<file path="src/rtl/div_unit_if.sv">
// Request/response bundle between the EX stage and the iterative divider.
// The EX stage drives the master side; div_unit implements the slave side.
interface div_unit_if #(
  parameter int DATA_W = 32
);
  logic                start_i;
  logic                signed_i;
  logic [DATA_W-1:0]   opdata1_i;
  logic [DATA_W-1:0]   opdata2_i;
  logic                annul_i;
  logic                stallreq_exe;
  logic [2*DATA_W-1:0] result_o;
  logic                ready_o;

  modport master (
    output start_i, signed_i, opdata1_i, opdata2_i, annul_i,
    input  stallreq_exe, result_o, ready_o
  );

  modport slave (
    input  start_i, signed_i, opdata1_i, opdata2_i, annul_i,
    output stallreq_exe, result_o, ready_o
  );
endinterface

</file>
<file path="src/rtl/div_unit.sv">
// Iterative radix-2 restoring divider for DIV/DIVU that stalls the pipeline while busy.
// Optional build macro: DIV_ZERO_FAST_EN (divide-by-zero bypasses the iteration loop).
module div_unit #(
  parameter int DATA_W = 32,
  parameter int CNT_W  = 6
) (
  input logic       clk,
  input logic       rst,
  div_unit_if.slave bus
);

  typedef enum logic [1:0] {S_IDLE, S_ON, S_END} state_t;

  localparam logic [CNT_W-1:0] LAST_STEP = CNT_W'(DATA_W - 1);

  state_t              state;
  logic [CNT_W-1:0]    counter;
  logic [DATA_W-1:0]   rem;
  logic [DATA_W-1:0]   quo;
  logic [DATA_W-1:0]   divisor;
  logic                neg_q;
  logic                neg_r;
  logic [2*DATA_W-1:0] result_q;
  logic                ready_q;

  logic [DATA_W-1:0]   abs_a;
  logic [DATA_W-1:0]   abs_b;
  logic [DATA_W:0]     shifted;
  logic                no_borrow;
  logic [DATA_W-1:0]   rem_step;
  logic [DATA_W-1:0]   quo_step;

  function automatic logic [DATA_W-1:0] sign_fix(input logic [DATA_W-1:0] v, input logic neg);
    return neg ? (~v + 1'b1) : v;
  endfunction

  assign bus.stallreq_exe = bus.start_i & ~ready_q & ~bus.annul_i;
  assign bus.result_o     = result_q;
  assign bus.ready_o      = ready_q;

  // Operand magnitudes and one restoring step; quo shifts the dividend out
  // at the top while quotient bits enter at the bottom.
  always_comb begin
    abs_a     = (bus.signed_i && bus.opdata1_i[DATA_W-1]) ? (~bus.opdata1_i + 1'b1) : bus.opdata1_i;
    abs_b     = (bus.signed_i && bus.opdata2_i[DATA_W-1]) ? (~bus.opdata2_i + 1'b1) : bus.opdata2_i;
    shifted   = {rem, quo[DATA_W-1]};
    no_borrow = (shifted >= {1'b0, divisor});
    rem_step  = no_borrow ? (shifted[DATA_W-1:0] - divisor) : shifted[DATA_W-1:0];
    quo_step  = {quo[DATA_W-2:0], no_borrow};
  end

  always_ff @(posedge clk) begin
    if (rst) begin
      state    <= S_IDLE;
      counter  <= '0;
      rem      <= '0;
      quo      <= '0;
      divisor  <= '0;
      neg_q    <= 1'b0;
      neg_r    <= 1'b0;
      result_q <= '0;
      ready_q  <= 1'b0;
    end else begin
      ready_q <= 1'b0;
      case (state)
        S_IDLE: begin
          if (bus.start_i && !bus.annul_i) begin
            rem     <= '0;
            quo     <= abs_a;
            divisor <= abs_b;
            neg_q   <= bus.signed_i & (bus.opdata1_i[DATA_W-1] ^ bus.opdata2_i[DATA_W-1]);
            neg_r   <= bus.signed_i & bus.opdata1_i[DATA_W-1];
            counter <= '0;
`ifdef DIV_ZERO_FAST_EN
            // A zero divisor makes every step subtract nothing: all-ones quotient, remainder = |a|.
            if (bus.opdata2_i == '0) begin
              result_q <= {sign_fix(abs_a, bus.signed_i & bus.opdata1_i[DATA_W-1]),
                           sign_fix({DATA_W{1'b1}}, bus.signed_i & bus.opdata1_i[DATA_W-1])};
              ready_q  <= 1'b1;
              state    <= S_END;
            end else begin
              state <= S_ON;
            end
`else
            state <= S_ON;
`endif
          end
        end

        S_ON: begin
          if (bus.annul_i || !bus.start_i) begin
            state <= S_IDLE;
          end else begin
            rem     <= rem_step;
            quo     <= quo_step;
            counter <= counter + 1'b1;
            if (counter == LAST_STEP) begin
              result_q <= {sign_fix(rem_step, neg_r), sign_fix(quo_step, neg_q)};
              ready_q  <= 1'b1;
              state    <= S_END;
            end
          end
        end

        S_END: begin
          state <= S_IDLE;
        end

        default: begin
          state <= S_IDLE;
        end
      endcase
    end
  end

endmodule

</file>
<file path="src/flat_wrapper.sv">
// flat-port wrapper written by rule: the top's interface ports become plain ports
module div_unit_flat 
#(
  parameter int DATA_W = 32,
  parameter int CNT_W  = 6
)
  (clk, rst, bus_start_i, bus_signed_i, bus_opdata1_i, bus_opdata2_i, bus_annul_i, bus_stallreq_exe, bus_result_o, bus_ready_o);
  div_unit_if #(.DATA_W(DATA_W)) bus_i ();
  input logic clk;
  input logic rst;
  input wire logic [$bits(bus_i.start_i)-1:0] bus_start_i;
  input wire logic [$bits(bus_i.signed_i)-1:0] bus_signed_i;
  input wire logic [$bits(bus_i.opdata1_i)-1:0] bus_opdata1_i;
  input wire logic [$bits(bus_i.opdata2_i)-1:0] bus_opdata2_i;
  input wire logic [$bits(bus_i.annul_i)-1:0] bus_annul_i;
  output wire logic [$bits(bus_i.stallreq_exe)-1:0] bus_stallreq_exe;
  output wire logic [$bits(bus_i.result_o)-1:0] bus_result_o;
  output wire logic [$bits(bus_i.ready_o)-1:0] bus_ready_o;
  assign bus_i.start_i = bus_start_i;
  assign bus_i.signed_i = bus_signed_i;
  assign bus_i.opdata1_i = bus_opdata1_i;
  assign bus_i.opdata2_i = bus_opdata2_i;
  assign bus_i.annul_i = bus_annul_i;
  assign bus_stallreq_exe = bus_i.stallreq_exe;
  assign bus_result_o = bus_i.result_o;
  assign bus_ready_o = bus_i.ready_o;
  div_unit #(.DATA_W(DATA_W), .CNT_W(CNT_W)) u_core (.clk(clk), .rst(rst), .bus(bus_i));
endmodule
</file>
<file path="config.mk">
export PLATFORM = sky130hd
export DESIGN_NAME = div_unit_flat
export DESIGN_NICKNAME = d
export VERILOG_FILES = /design/src/rtl/div_unit_if.sv /design/src/rtl/div_unit.sv /design/src/flat_wrapper.sv
export SDC_FILE = /design/constraint.sdc
export NUM_CORES = 1
export LEC_CHECK = 0
export CAP_MARGIN = 20
export CORE_MARGIN = 3
export CORE_UTILIZATION = 40
export CTS_CLUSTER_DIAMETER = 60
export DETAILED_ROUTE_END_ITERATION = 7
export GPL_TIMING_DRIVEN = 0
export PLACE_DENSITY = 0.6
export SYNTH_ARGS = -nofsm -noshare
export SYNTH_HDL_FRONTEND = slang
export SYNTH_SLANG_ARGS = --single-unit
</file>
<file path="constraint.sdc">
create_clock -name clk -period 6.47 [get_ports clk]
set_input_delay 0.647 -clock clk [delete_from_list [all_inputs] [get_ports clk]]
set_output_delay 0.647 -clock clk [all_outputs]
set_load 0.02 [all_outputs]
</file>
==> results_dict.tcl <==
set metrics [dict create \
    r2r_cells 20 \
    synth_cell_types 81 \
    rr_startpoint "u_core.divisor[22]" \
    remaining_drc_errors 0 \
    gr-total-overflow 0 \
    synth_edf_count 0 \
    rrSetupSlack_ns 0.34 \
    clockPowerShare_pct 32.7 \
    cts_buffers 17 \
    p_per_area_nw_per_um2 228 \
    stdcell_count 2124 \
    hold_path.class "reg -> reg" \
    syn_inst 1581 \
    synth_seq_cells 171 \
    worstSetupPathType "reg -> reg" \
    rows 61 \
    die_area_um2 31200 \
    slew_headroom_pct 44.8 \
    min_path_cells 2 \
    fp.dieW_um 177 \
    cp-end-kind "register" \
    fmax_mhz 163 \
    synth_nets 1688 \
    cp.arrival_ns 6.49 \
    initial_utilization_pct 41.3 \
    ios 135 \
    p_sw_share_pct 38.8 \
    ys.flop_type "dfxtp_1" \
    wl_per_cell_um 19.6 \
    p_leak_nw 5.12 \
    intPower_mw 1.97 \
    yosys.area.top_type "dfxtp_1" \
    min-delay-start "u_core.bus.result_o[47]" \
    firstDrtPassIters 6 \
    startpoint_type "register" \
    power.switching_mw 1.25 \
    period_share_pct 94.7 \
    port_buffers 133 \
    track_usage_pct 25.9 \
    drt_iter0_markers 1340 \
    p_seq_share_pct 34.2 \
    gp_congestion 0.928 \
    clock_skew_ns 0.0170 \
    synth.area.top_cells "dfxtp_1 29%, xnor2_1 6.7%, nor2_1 6.4%, nand2_1 6.1%, a21oi_1 5.8%" \
    coreArea_um2 28200 \
    cts.path.max_buffers 2 \
    finalPower_mw 3.21 \
    ir_worst_vdd_mv 0.205 \
    fin_crit_ns 6.13 \
    worst_pin_slew_ns 0.808 \
    nets 1840 \
    synth_most_common_cell "nor2_1" \
    insertedDiodeCount 0 \
    ant_nets 0 \
    cts_tree "built" \
    setup_violations 0 \
    die_y_um 177 \
    crit_fanout 10 \
    dp_hpwl_um 32900 \
    ys_async_sr_fraction_pct 0 \
    place_inst 2092 \
    ys_warn_count 0 \
    cts.sinks 171 \
    rsz0062_at_grt "no" \
    drive_gt1_share_pct 4.52 \
    hold_violations 0 \
    r2r_end "u_core.bus.result_o[62]" \
    cap_violations 0 \
    grt_pass1_wl_um 63600 \
    grt_max_degree 20 \
    synth_commonest_cells "200 x nor2_1, 188 x nand2_1, 171 x dfxtp_1" \
    vias 12400 \
    grt_pass1_vias 11300 \
    cts_root_buffer "clkbuf_16" \
    drv_slew 0 \
    clkTransAtPathRegs_ns 0.08 \
    yosysSeqAreaShare_pct 29.4 \
    startpoint "u_core.divisor[22]" \
    crit_required_ns 6.83 \
    antenna_found_initial 0 \
    htreeDepth 4 \
    syn_to_final_growth_pct 21.2 \
    holdPathEnd "u_core.bus.result_o[47]" \
    outcome "finished, final reports clean" \
    totalWireLength_um 41500 \
    p_comb_share_pct 33.2 \
    clk_latency_ns 0.45 \
    avgSynthCellArea_um2 7.37 \
    yosysTopAreaCellShare_pct 29.4 \
    netlist_area_um2 11700 \
    vias_per_cell 5.82 \
    cts_hold_buf 0 \
]
## per-stage QoR
stage	setup TNS [ns]	hold slack [ns]	area, um^2	utilization, %	setup WS, ns
after floorplan	0	0.425	11700	-	1.31
after global placement	-3.17	0.439	13500	47.6	-0.601
after detailed placement	-2.43	0.444	13500	47.6	-0.532
after CTS	0	0.453	14100	49.9	0.0580
after global routing	0	0.462	14100	50.0	0.0539
final	0	0.449	14100	50.0	0.345
## worst max path at each step
stage	endpoint	cells past startpoint	slack [ns]
2_1_floorplan	u_core.bus.result_o[30]	22	1.31
3_3_place_gp	u_core.bus.result_o[28]	20	-0.60
3_5_place_dp	u_core.bus.result_o[28]	20	-0.53
4_1_cts	u_core.bus.result_o[56]	19	0.06
5_1_grt	u_core.bus.result_o[28]	20	0.05
6_report	u_core.bus.result_o[62]	20	0.34
## power groups by stage
stage / Combinational [mW] / Sequential (mW) / Clock (mW)
final: 1.07 / 1.10 / 1.05
after global routing: 1.15 / 1.10 / 1.10
after detailed placement: 1.02 / 1.12 / 0
after floorplan: 0.692 / 1.12 / 0
after CTS: 1.03 / 1.10 / 1.06
after global placement: 1.02 / 1.12 / 0
## sequential cells by signal (all words and copies together) (netlist names)
register,flops
u_core.bus.result_o,64
u_core.divisor,32
u_core.quo,32
u_core.rem,32
u_core.counter,6
u_core.state,2
u_core.bus.ready_o,1
u_core.neg_q,1
u_core.neg_r,1
## logic make-up after synthesis
group / count (synthesis) / share of synthesized area [%]
adders and majority gates: 38 / 4.15
buffers and inverters: 178 / 6.04
DFF: 171 / 29.4
muxes: 16 / 1.39
xor gates and xnor gates: 130 / 9.77
and+or+nand+nor: 580 / 22.8
AOI/OAI and AO/OA: 468 / 26.5
## metal layers
| metal | vias to the layer above | GRT usage, % | routed length, um |
|---|---|---|---|
| li1 | 5970 | - | - |
| met1 | 5825 | 39.5 | 20000 |
| met2 | 515 | 38.8 | 17700 |
| met3 | 54 | 3.13 | 3250 |
| met4 | 0 | 5.70 | 628 |
| met5 | - | 0 | 0 |
## cell usage in the layout, fill, tap and decap left out, types with 37 or more instances in the layout
| master | instances |
|---|---|
| inv_1 | 80 |
| nand2_1 | 188 |
| clkdlybuf4s50_1 | 133 |
| ha_1 | 37 |
| o21ai_0 | 103 |
| dfxtp_1 | 171 |
| a21oi_1 | 134 |
| clkbuf_1 | 70 |
| nor2_1 | 200 |
| a211oi_1 | 48 |
| xor2_1 | 41 |
| nor3_1 | 40 |
| xnor2_1 | 89 |
## layout make-up
class / instances / area (um^2)
well taps: 378 / 473
flip-flops and latches: 171 / 3420
clock inverters: 15 / 183
repair buffers: 133 / 1330
fillers: 2917 / 14100
plain buffers: 98 / 414
clock buffers: 17 / 425
inverters: 80 / 300
multi-input cells: 1232 / 7570
## critical path, stage by stage (launching register included)
cell and delay, ns:
dfxtp_1 0.34, inv_1 0.06, ha_1 0.26, clkbuf_1 0.38, nand2_1 0.21, or3_1 0.42, nor4_2 0.44, o31ai_4 0.21
nand2_1 0.13, buf_2 0.24, clkbuf_2 0.33, clkbuf_2 0.38, mux2i_1 0.37, ha_1 0.30, inv_1 0.11, nor4_2 0.50
a32o_1 0.28, nand4bb_1 0.17, o41ai_1 0.48, xor2_1 0.16, a211oi_1 0.28
## repair_timing
item,4_1_cts,5_1_grt
buffers inserted,0,0
endpoints found under the setup margin,11,10
resized for setup,6,10
Note: power is estimated with default switching activity, not from simulation.
